==> config.mk <==
export PLATFORM = sky130hd
export DESIGN_NAME = goose_sprite_renderer_flat
export DESIGN_NICKNAME = d
export VERILOG_FILES = /design/src/rtl/goose_sprite_if.sv /design/src/rtl/goose_sprite_renderer.sv /design/src/flat_wrapper.sv
export SDC_FILE = /design/constraint.sdc
export NUM_CORES = 1
export LEC_CHECK = 0
export ABC_AREA = 1
export CORE_MARGIN = 2
export CORE_UTILIZATION = 44
export CTS_CLUSTER_DIAMETER = 200
export DETAILED_ROUTE_END_ITERATION = 7
export MAX_ROUTING_LAYER = met4
export PLACE_DENSITY = 0.79
export SLEW_MARGIN = 25
export SYNTH_ARGS = -nofsm -noshare
export SYNTH_HDL_FRONTEND = slang
export SYNTH_SLANG_ARGS = --single-unit
==> constraint.sdc <==
create_clock -name clk -period 1.5 [get_ports clk]
set_input_delay 0.375 -clock clk [delete_from_list [all_inputs] [get_ports clk]]
set_output_delay 0.375 -clock clk [all_outputs]
set_load 0.005 [all_outputs]
==> src/rtl/goose_sprite_if.sv <==
// Beam-in / LUT / RGB-out bundle for goose_sprite_renderer.
//   master : beam source, LUT model and colour sink (drives hpos/vpos/display_on/vsync/anim_en/lut_pixel)
//   slave  : the renderer (drives lut_x/lut_y/lut_frame/rgb/rgb_valid)
// The mirror signal exists only when GOOSE_SPRITE_MIRROR_EN is defined.
interface goose_sprite_if;
  logic [9:0] hpos;
  logic [9:0] vpos;
  logic       display_on;
  logic       vsync;
  logic       anim_en;
`ifdef GOOSE_SPRITE_MIRROR_EN
  logic       mirror;
`endif
  logic [4:0] lut_x;
  logic [4:0] lut_y;
  logic [2:0] lut_frame;
  logic [2:0] lut_pixel;
  logic [5:0] rgb;
  logic       rgb_valid;

  modport master (
`ifdef GOOSE_SPRITE_MIRROR_EN
    output mirror,
`endif
    output hpos, vpos, display_on, vsync, anim_en, lut_pixel,
    input  lut_x, lut_y, lut_frame, rgb, rgb_valid
  );

  modport slave (
`ifdef GOOSE_SPRITE_MIRROR_EN
    input  mirror,
`endif
    input  hpos, vpos, display_on, vsync, anim_en, lut_pixel,
    output lut_x, lut_y, lut_frame, rgb, rgb_valid
  );
endinterface

==> src/rtl/goose_sprite_renderer.sv <==
// Sprite renderer: maps the VGA beam position onto a 32x32 bitmap drawn at an
// integer scale, addresses the frame LUTs and converts the returned palette
// index to RGB222 through a 2-stage pipeline. Also owns the animation frame
// counter, which advances on vsync rising edges.
// Ports:
//   clk, rst_n : pixel clock, asynchronous active-low reset
//   bus        : goose_sprite_if.slave
//                in : hpos, vpos, display_on, vsync, anim_en, lut_pixel (, mirror)
//                out: lut_x, lut_y, lut_frame, rgb, rgb_valid (all registered)
// Optional feature macro: GOOSE_SPRITE_MIRROR_EN (adds bus.mirror horizontal flip).
module goose_sprite_renderer #(
  parameter int unsigned SCALE_LOG2  = 2,
  parameter int unsigned SPR_X0      = 256,
  parameter int unsigned SPR_Y0      = 176,
  parameter int unsigned NUM_FRAMES  = 8,
  parameter int unsigned FRAME_TICKS = 6,
  parameter logic [5:0]  BG_RGB      = 6'b000001
) (
  input  logic           clk,
  input  logic           rst_n,
  goose_sprite_if.slave  bus
);

  localparam int unsigned CW   = 11;
  localparam int unsigned BOX  = 32 << SCALE_LOG2;
  localparam int unsigned TW   = 6;
  localparam int unsigned FW   = 3;

  // Palette for indices 1..7; index 0 is transparent and never looked up here.
  function automatic logic [5:0] palette(input logic [2:0] idx);
    logic [5:0] c;
    c = 6'b000000;
    case (idx)
      3'd1:    c = 6'b111111;
      3'd2:    c = 6'b101010;
      3'd3:    c = 6'b010101;
      3'd4:    c = 6'b000000;
      3'd5:    c = 6'b111100;
      3'd6:    c = 6'b110000;
      3'd7:    c = 6'b001100;
      default: c = 6'b000000;
    endcase
    return c;
  endfunction

  logic [CW-1:0] dx_c, dy_c;
  logic          in_box_c;
  logic [4:0]    col_c, row_c, lut_x_c;
  logic          in_box, disp_d;
  logic          vsync_q, rise_c;
  logic [TW-1:0] tick;

  // Sprite-relative offsets; bit CW-1 is the sign, so positions left of or
  // above the sprite are rejected instead of wrapping into the box.
  assign dx_c = {1'b0, bus.hpos} - CW'(SPR_X0);
  assign dy_c = {1'b0, bus.vpos} - CW'(SPR_Y0);

  assign in_box_c = bus.display_on
                  && !dx_c[CW-1] && (dx_c < CW'(BOX))
                  && !dy_c[CW-1] && (dy_c < CW'(BOX));

  assign col_c = dx_c[SCALE_LOG2+4:SCALE_LOG2];
  assign row_c = dy_c[SCALE_LOG2+4:SCALE_LOG2];

  // 31 - col equals the bitwise complement for a 5-bit column.
`ifdef GOOSE_SPRITE_MIRROR_EN
  assign lut_x_c = bus.mirror ? ~col_c : col_c;
`else
  assign lut_x_c = col_c;
`endif

  // Stage 1: LUT address plus in_box/display_on delay; address holds outside the box.
  always_ff @(posedge clk or negedge rst_n) begin
    if (!rst_n) begin
      bus.lut_x <= 5'd0;
      bus.lut_y <= 5'd0;
      in_box    <= 1'b0;
      disp_d    <= 1'b0;
    end else begin
      in_box <= in_box_c;
      disp_d <= bus.display_on;
      if (in_box_c) begin
        bus.lut_x <= lut_x_c;
        bus.lut_y <= row_c;
      end
    end
  end

  // Stage 2: colour from the LUT's combinational palette index.
  always_ff @(posedge clk or negedge rst_n) begin
    if (!rst_n) begin
      bus.rgb       <= 6'd0;
      bus.rgb_valid <= 1'b0;
    end else begin
      bus.rgb_valid <= disp_d;
      if (!disp_d)
        bus.rgb <= 6'd0;
      else if (!in_box || bus.lut_pixel == 3'd0)
        bus.rgb <= BG_RGB;
      else
        bus.rgb <= palette(bus.lut_pixel);
    end
  end

  assign rise_c = bus.vsync & ~vsync_q;

  // Animation: frame advances every FRAME_TICKS vsync rising edges, only when enabled.
  always_ff @(posedge clk or negedge rst_n) begin
    if (!rst_n) begin
      vsync_q       <= 1'b0;
      tick          <= TW'(0);
      bus.lut_frame <= FW'(0);
    end else begin
      vsync_q <= bus.vsync;
      if (rise_c && bus.anim_en) begin
        if (tick == TW'(FRAME_TICKS - 1)) begin
          tick          <= TW'(0);
          bus.lut_frame <= (bus.lut_frame == FW'(NUM_FRAMES - 1)) ? FW'(0)
                                                                  : bus.lut_frame + FW'(1);
        end else begin
          tick <= tick + TW'(1);
        end
      end
    end
  end

endmodule

==> src/flat_wrapper.sv <==
// flat-port wrapper written by rule: the top's interface ports become plain ports
module goose_sprite_renderer_flat 
#(
  parameter int unsigned SCALE_LOG2  = 2,
  parameter int unsigned SPR_X0      = 256,
  parameter int unsigned SPR_Y0      = 176,
  parameter int unsigned NUM_FRAMES  = 8,
  parameter int unsigned FRAME_TICKS = 6,
  parameter logic [5:0]  BG_RGB      = 6'b000001
)
  (clk, rst_n, bus_hpos, bus_vpos, bus_display_on, bus_vsync, bus_anim_en, bus_lut_pixel, bus_lut_x, bus_lut_y, bus_lut_frame, bus_rgb, bus_rgb_valid);
  goose_sprite_if bus_i ();
  input  logic clk;
  input  logic rst_n;
  input wire logic [$bits(bus_i.hpos)-1:0] bus_hpos;
  input wire logic [$bits(bus_i.vpos)-1:0] bus_vpos;
  input wire logic [$bits(bus_i.display_on)-1:0] bus_display_on;
  input wire logic [$bits(bus_i.vsync)-1:0] bus_vsync;
  input wire logic [$bits(bus_i.anim_en)-1:0] bus_anim_en;
  input wire logic [$bits(bus_i.lut_pixel)-1:0] bus_lut_pixel;
  output wire logic [$bits(bus_i.lut_x)-1:0] bus_lut_x;
  output wire logic [$bits(bus_i.lut_y)-1:0] bus_lut_y;
  output wire logic [$bits(bus_i.lut_frame)-1:0] bus_lut_frame;
  output wire logic [$bits(bus_i.rgb)-1:0] bus_rgb;
  output wire logic [$bits(bus_i.rgb_valid)-1:0] bus_rgb_valid;
  assign bus_i.hpos = bus_hpos;
  assign bus_i.vpos = bus_vpos;
  assign bus_i.display_on = bus_display_on;
  assign bus_i.vsync = bus_vsync;
  assign bus_i.anim_en = bus_anim_en;
  assign bus_i.lut_pixel = bus_lut_pixel;
  assign bus_lut_x = bus_i.lut_x;
  assign bus_lut_y = bus_i.lut_y;
  assign bus_lut_frame = bus_i.lut_frame;
  assign bus_rgb = bus_i.rgb;
  assign bus_rgb_valid = bus_i.rgb_valid;
  goose_sprite_renderer #(.SCALE_LOG2(SCALE_LOG2), .SPR_X0(SPR_X0), .SPR_Y0(SPR_Y0), .NUM_FRAMES(NUM_FRAMES), .FRAME_TICKS(FRAME_TICKS), .BG_RGB(BG_RGB)) u_core (.clk(clk), .rst_n(rst_n), .bus(bus_i));
endmodule
======== Word level (Yosys, flattened, before mapping) ========
Index checks and enable logic that the tools add are counted.
cells by class
  add/sub/neg operators ................... 4
  order comparisons ....................... 2
  equality and inequality tests ........... 8
  muxes and demuxes ....................... 5
  bitwise logic cells ..................... 2
  reduce and logical (&&, ||, !) cells .... 11
operators by type and width
  cell                                                                           number
  6-bit one-hot mux with 6 select lines                                          1
  11-bit by 8-bit less-than comparator with 1-bit output, second input constant  2
  6-bit two-way mux                                                              3
  3-bit equality test, second input constant                                     4
  10-bit by 8-bit subtractor with 11-bit output, second input constant           1
  10-bit by 9-bit subtractor with 11-bit output, second input constant           1
  6-bit by 1-bit adder with 6-bit output, second input constant                  1
  3-bit by 2-bit equality test with 1-bit output, second input constant          2
  6-bit by 3-bit equality test with 1-bit output, second input constant          1
  1-bit logical AND                                                              5
  3-bit by 1-bit adder with 3-bit output, second input constant                  1
  3-bit by 1-bit equality test with 1-bit output, second input constant          1
  1-bit logical NOT                                                              3
  3-bit logical NOT                                                              1
  3-bit two-way mux                                                              1
  2-bit AND reduction                                                            1
  1-bit AND                                                                      1
  1-bit logical OR                                                               1
  1-bit inverter                                                                 1
word-level totals
  register bits after elaboration ......... 29
  bits of input ports ..................... 28

======== Longest topological paths before layout ========
Gate-level depths: netlist of run 1.
  depth after elaboration ................. 6
  depth in mapped cells ................... 10

======== Worst setup path after synthesis of run 1 ========
OpenSTA, ideal clock, no wires.
  kind .................................... input to register
  start ................................... in bus_hpos[8]
  end ..................................... reg u_core.bus.lut_x[0]
  library setup time ...................... 116 ps
  arrival ................................. 1225 ps
  path slack .............................. 158 ps
  cell stages on the path ................. 9
  cells stage by stage .................... inv_1 -> ha_1 -> nand2_1 -> nand3b_1 -> nor2_1 -> nand2_1 -> buf_6 -> nand2_1 -> nand2_1
between the ends
  cells in the longest elaborated chain, start to end .. 6
  elaborated cells on any way between the ends .. 7
  classes of those cells .................. 1 x add/sub; 1 x order compare; 5 x reduce/logical
RTL lines
  what                                                                                                            RTL line                     source
  start, declared                                                                                                 flat_wrapper.sv:15           input wire logic [$bits(bus_i.hpos)-1:0] bus_hpos;
  10-bit by 9-bit subtractor with 11-bit output *                                                                 goose_sprite_renderer.sv:55  assign dx_c = {1'b0, bus.hpos} - CW'(SPR_X0);
  parallel branches: the longest is 2 deep, another holds 11-bit by 8-bit less-than comparator with 1-bit output  -
  1-bit logical AND *                                                                                             goose_sprite_renderer.sv:59  && !dx_c[CW-1] && (dx_c < CW'(BOX))
  1-bit logical AND * (2 in a row)                                                                                goose_sprite_renderer.sv:60  && !dy_c[CW-1] && (dy_c < CW'(BOX));
  end signal, assigned                                                                                            goose_sprite_renderer.sv:83  bus.lut_x <= lut_x_c;
  end, declared                                                                                                   goose_sprite_if.sv:34        output lut_x, lut_y, lut_frame, rgb, rgb_valid
Mark *: on every way between the ends.
A chain may end at the register's enable or synchronous reset.

======== Final worst setup path of run 1 ========
  start ................................... in bus_hpos[8]
  end ..................................... reg u_core.bus.lut_y[1]
between the ends
  cells in the longest elaborated chain, start to end .. 6
  elaborated cells on any way between the ends .. 7
  classes of those cells .................. 1 x add/sub; 1 x order compare; 5 x reduce/logical
RTL lines
  what                                                                                                            RTL line                     source
  10-bit by 9-bit subtractor with 11-bit output *                                                                 goose_sprite_renderer.sv:55
  parallel branches: the longest is 2 deep, another holds 11-bit by 8-bit less-than comparator with 1-bit output  -
  1-bit logical AND *                                                                                             goose_sprite_renderer.sv:59
  1-bit logical AND * (2 in a row)                                                                                goose_sprite_renderer.sv:60
  end signal, assigned                                                                                            goose_sprite_renderer.sv:84  bus.lut_y <= row_c;
  end, declared                                                                                                   goose_sprite_if.sv:34
Marked as above.

==> results.tsv, run 1 <==
metric	value	unit
status	complete, no violations	
Sink Count	29	
Avg Cell Area, Syn	8.38	um2
CTS tree	yes	
die area	3480	um2
Layout Skew	6.56	ps
hold_buf cts	0	
row cnt	19	
pin count of the biggest net entering global routing	30	
grt ovf	0	
Post-Synthesis Cells	159	
final setup TNS	0	ps
first-pass GRT wire length	5.30	mm
# diodes	0	
routed len/inst	12.7	um
first-pass iteration count of the detailed router	4	
final worst-path cycle share	0.966	
post-route ant nets	0	
r2r endpoint	u_core.bus.lut_frame[0]$_DFFE_PN0P_	
post-route cell area	1980	um2
vias	1245	
synth warn	0	
achievable frequency	0.690	GHz
Final Wtd Congestion	0.795	
area grow syn2layout	48.6	%
Power Density	992	nW/um2
Post-Syn Nets	193	
placed inst area	1840	um2
FF-to-FF Start	u_core.tick[1]$_DFFE_PN0P_	
vias in the first global route	1293	
total power	1.96	mW
routed vias/inst	4.94	
Tmin final	1450	ps
I/O pins	48	
synth unique cells	21	
flops & latches, synth	29	
Slew Limit Fails	0	
kind of critical path	in -> reg	
post-synthesis sequential area ratio	0.545	
crit path DAT	1720	ps
worst vdd ir	0.708	mV
Syn Std Cell Area	1330	um2
CP required	1770	ps
Root Driver	clkbuf_4	
Rel. slew slack	0.790	
ratio of cells with drive above 1 in the final layout	0.140	
final setup margin	51.1	ps
endpoint type of the worst setup path	register	
initial antenna violation count	0	
insertion delay to the later sink of the worst-skew pair	330	ps
number of port buffers	43	
Worst setup SP type	input pin	
starting density of the core	0.475	
clock-pin slew on the worst setup and hold paths	90	ps
Max clock buf depth	2	
GRT Total Usage	0.216	
CTS buffer count	5	
die width	59.0	um
max_cap viols	0	
drc violations	0	
Crit Path Max Fanout	5	
Hold Crit Class	in -> async	
HPWL after DPL	2.27	mm
Register-to-Register Path Depth	7	
final net count	255	
Leak Pwr	1.16	nW
chip height	59.0	um
drt total wl	3.20	mm
Worst Tran Pin Value	315	ps
H-Tree Depth	2	
flop-to-flop setup slack	180	ps
Setup WS pre-CTS	-558	ps
endpoints failing hold	0	
initial drt markers	22	
RSZ-0062 raised after global routing	false	
Core Region	2810	um2
final setup vio count	0	
## area by class of cell
class	instances	area [um2]
sequential	29	726
inverter	22	82.6
multi-input combinational	106	538
tap	31	38.8
clock buffer	7	55.1
fill	225	825
timing repair buffer	57	541
## logic make-up after synthesis
kind of cell             count (synthesis)  share of synthesized area
AND/OR/NAND/NOR                         90                      0.281
AO/OA/AOI/OAI                            8                     0.0319
adder cells (fa/ha/maj)                  6                     0.0563
flip-flops                              29                      0.545
buffers and inverters                   25                     0.0798
XOR/XNOR                                 1                    0.00657
## per-stage QoR
stage               cells   util  hold slack (ps)
finish                252  0.706              386
global route          252  0.706              392
detailed placement    237  0.657              399
CTS                   251  0.699              388
floorplan             159      -             79.4
global placement      237  0.657              395
## power breakdown
group | internal [mW] | switching [mW]
combinational | 0.251 | 0.236
sequential | 0.899 | 0.0950
clock | 0.221 | 0.263
## worst max-delay path by stage
stage	startpoint	to	slack (ps)
final	bus_hpos[8]	u_core.bus.lut_y[1]$_DFFE_PN0P_	50
after global routing	bus_hpos[8]	u_core.bus.lut_y[2]$_DFFE_PN0P_	10
after CTS	bus_vpos[4]	u_core.bus.lut_x[2]$_DFFE_PN0P_	0.5
after detailed placement	bus_hpos[8]	u_core.bus.lut_y[0]$_DFFE_PN0P_	-560
after global placement	bus_hpos[8]	u_core.bus.lut_x[2]$_DFFE_PN0P_	-460
after floorplan	bus_hpos[8]	u_core.bus.lut_x[0]$_DFFE_PN0P_	160
## flip-flops by register name, indices dropped and copies added (netlist names)
signal	cells
u_core.bus.lut_x	5
u_core.tick	6
u_core.disp_d	1
u_core.vsync_q	1
u_core.bus.rgb	6
u_core.in_box	1
u_core.bus.lut_y	5
u_core.bus.rgb_valid	1
u_core.bus.lut_frame	3
## cell usage after synthesis
cell type  number  share of area
nor3_1          3          0.011
o21ai_0         3          0.011
nor2_1         17          0.048
nand2_2         1         0.0047
dfrtp_1        29           0.54
nand3_1        12          0.045
a31oi_1         1         0.0047
inv_1          20          0.056
nand2_1        53           0.15
inv_2           2         0.0056
xnor2_1         1         0.0066
buf_2           1         0.0038
nand3b_1        1         0.0056
a21oi_1         3          0.011
nor2_2          1         0.0047
ha_1            6          0.056
o22ai_1         1         0.0047
nand3_2         1         0.0075
buf_6           1         0.0085
buf_4           1         0.0056
nand4_1         1         0.0047
## per-layer routing
| layer | GRT usage | routed length (um) | up-vias | part of all wire |
|---|---|---|---|---|
| met4 | 0.0747 | 72 | 0 | 0.023 |
| met5 | - | 0 | - | 0 |
| met2 | 0.390 | 1730 | 44 | 0.54 |
| met1 | 0.206 | 1170 | 579 | 0.37 |
| li1 | - | - | 611 | - |
| met3 | 0.0873 | 219 | 11 | 0.069 |
## cell usage in the layout, fill, tap and decap left out, types with 3 or more instances in the layout
| master | count |
|---|---|
| nor3_1 | 3 |
| nand2_1 | 52 |
| nand3_1 | 11 |
| ha_1 | 5 |
| clkbuf_4 | 5 |
| o21ai_0 | 3 |
| buf_6 | 4 |
| inv_1 | 20 |
| dlygate4sd2_1 | 22 |
| buf_4 | 9 |
| clkdlybuf4s50_1 | 19 |
| nor2_1 | 16 |
| dfrtp_1 | 29 |
## critical path, cell delays in order
cell           delay [ps]
dlygate4sd2_1         220
inv_1                  60
ha_1                  270
nand2_1                40
nand3b_1              200
nor2_4                240
buf_6                 150
nand3_1                90
nand2_1                70
## repair_timing
| item | in CTS | in global routing |
|---|---|---|
| setup endpoints to repair | 31 | 10 |
| pin swaps | 6 | 3 |
| setup buffers | 5 | 0 |
| gates resized for setup | 34 | 5 |
| cloned | 2 | 1 |
Power figures use the tool's default switching activity.
==> run 2, diff against run 1 <==
--- a/config.mk
+++ b/config.mk
@@ -6,6 +6,7 @@
 export NUM_CORES = 1
 export LEC_CHECK = 0
 export ABC_AREA = 1
+export CAP_MARGIN = 20
 export CORE_MARGIN = 2
 export CORE_UTILIZATION = 44
 export CTS_CLUSTER_DIAMETER = 200
==> results of run 2 <==
The final DEF is identical to that of run 1; final timing and power are the same.
==> run 3, diff against run 2 <==
--- a/config.mk
+++ b/config.mk
@@ -13,6 +13,7 @@
 export DETAILED_ROUTE_END_ITERATION = 7
 export MAX_ROUTING_LAYER = met4
 export PLACE_DENSITY = 0.79
+export RECOVER_POWER = 100
 export SLEW_MARGIN = 25
 export SYNTH_ARGS = -nofsm -noshare
 export SYNTH_HDL_FRONTEND = slang
==> run 3 against run 2 <==
  * Power fell by 0.33%
  * Setup slack lost 0.88 ps
  * Via count is essentially flat
  * Die area unchanged
  * Count of clock-buffer cells in the layout stayed put
  * Critical path depth stayed put
  * Global-route usage is the same
  * Sequential share of layout area grew 0.45 points
  * Cell count unchanged
  * Critical endpoint unchanged
==> results.tsv, run 3 (synthesized netlist as in run 1, its figures left out) <==
metric	value	unit
vias	1244	
Worst Tran Pin Value	680	ps
drt total wl	3.20	mm
Layout Skew	6.86	ps
first-pass GRT wire length	5.30	mm
Rel. slew slack	0.547	
Crit Path Max Fanout	5	
Power Density	1000	nW/um2
CTS tree	yes	
RSZ-0062 raised after global routing	false	
final net count	255	
starting density of the core	0.475	
Final Wtd Congestion	0.795	
post-route ant nets	0	
biggest regs	u_core.bus.rgb (6), u_core.tick (6)	
Core Region	2810	um2
Leak Pwr	1.15	nW
max_cap viols	0	
CP required	1770	ps
Max clock buf depth	2	
Critical Path Start	bus_hpos[8]	
Worst Hold Launch	u_core.disp_d$_DFF_PN0_	
Hold Crit Class	reg -> reg	
first-pass iteration count of the detailed router	4	
die area	3480	um2
Post-Layout Cell Count	252	
Tmin final	1450	ps
Worst setup SP type	input pin	
final setup vio count	0	
area grow syn2layout	46.9	%
initial drt markers	19	
dpl cells	237	
Hold Path Depth	0	
vias in the first global route	1293	
kind of critical path	in -> reg	
Root Driver	clkbuf_4	
highest-count cells in the layout ignoring fill and taps	nand2_1, dfrtp_1, dlygate4sd2_1	
final worst-path cycle share	0.967	
row cnt	19	
routed vias/inst	4.94	
Sink Count	29	
HPWL after DPL	2.27	mm
endpoint type of the worst setup path	register	
status	complete, no violations	
flop-to-flop setup slack	170	ps
routed len/inst	12.7	um
FF-to-FF Start	u_core.tick[1]$_DFFE_PN0P_	
crit path DAT	1720	ps
hold_buf cts	0	
worst vdd ir	0.709	mV
drc violations	0	
grt ovf	0	
Slew Limit Fails	0	
clock-pin slew on the worst setup and hold paths	90	ps
most common cell after layout, fill and taps aside	nand2_1	
pin count of the biggest net entering global routing	30	
final setup TNS	0	ps
area of the multi-input gates	533	um2
insertion delay to the later sink of the worst-skew pair	330	ps
GRT Total Usage	0.216	
endpoints failing hold	0	
die width	59.0	um
I/O pins	48	
initial antenna violation count	0	
# diodes	0	
CTS buffer count	5	
Core Util, Final	0.698	
number of port buffers	43	
H-Tree Depth	2	
achievable frequency	0.690	GHz
ratio of cells with drive above 1 in the final layout	0.131	
chip height	59.0	um
# fillers	230	
Register-to-Register Path Depth	7	
sequential cell area	726	um2
==> run 3: changes by cell type in the layout (fill, tap and decap cells not counted), sizes merged <==
cell and delta:
clkdlybuf4s50 -3, dlygate4sd3 +3, buf -2, clkbuf +2
==> run 3: routing by layer <==
layer  vias up  global-route usage  share of wire
li1        612                   -              -
met1       577               0.206           0.37
met2        44               0.390           0.54
met3        11              0.0873          0.069
met4         0              0.0747          0.023
met5         -                   -              0
==> run 3: cell type report <==
class | instances | area share
flip-flops and latches | 29 | 0.371
multi-input cells | 106 | 0.272
repair buffers | 57 | 0.267
inverters | 22 | 0.0422
clock buffers | 7 | 0.0281
well taps | 31 | 0.0198
==> run 3: path summary, 6_finish.rpt <==
path / endpoint
min in group asynchronous: u_core.bus.lut_frame[0]$_DFFE_PN0P_
setup reg to reg: u_core.bus.lut_frame[1]$_DFFE_PN0P_
setup / recovery: u_core.bus.lut_y[1]$_DFFE_PN0P_
hold reg to reg: u_core.bus.rgb_valid$_DFF_PN0_
hold / removal: u_core.bus.rgb_valid$_DFF_PN0_
max in group asynchronous: u_core.bus.rgb[1]$_DFF_PN0_
==> run 3: power by group <==
part           switching, mW  internal [mW]  total [mW]  leakage [nW]
clock                  0.266          0.221       0.487        0.0314
combinational          0.234          0.243       0.477         0.744
sequential            0.0945          0.899       0.994         0.377
total                  0.594           1.36        1.96          1.15
==> run 3: critical path, stage by stage <==
cell and delay [ps]:
dlygate4sd2_1 220, inv_1 60, ha_1 270, nand2_1 40
nand3b_1 200, nor2_4 240, buf_6 150, nand3_1 100
nand2_1 70
==> run 3: through the flow <==
step	power [mW]	instance area [um2]	hold slack, ps	worst slack (ps)
floorplan	1.22	1330	79.4	158
global placement	1.45	1840	395	-464
detailed placement	1.49	1840	399	-558
CTS	1.97	1960	388	0.520
global route	2.08	1960	434	12.5
finish	1.96	1960	425	50.2
==> run 3: timing repair <==
item | 4_1_cts | 5_1_grt
setup endpoints to repair | 31 | 10
setup buffers | 5 | 0
pin swaps | 6 | 3
gates cloned | 2 | 1
resized for setup | 34 | 5
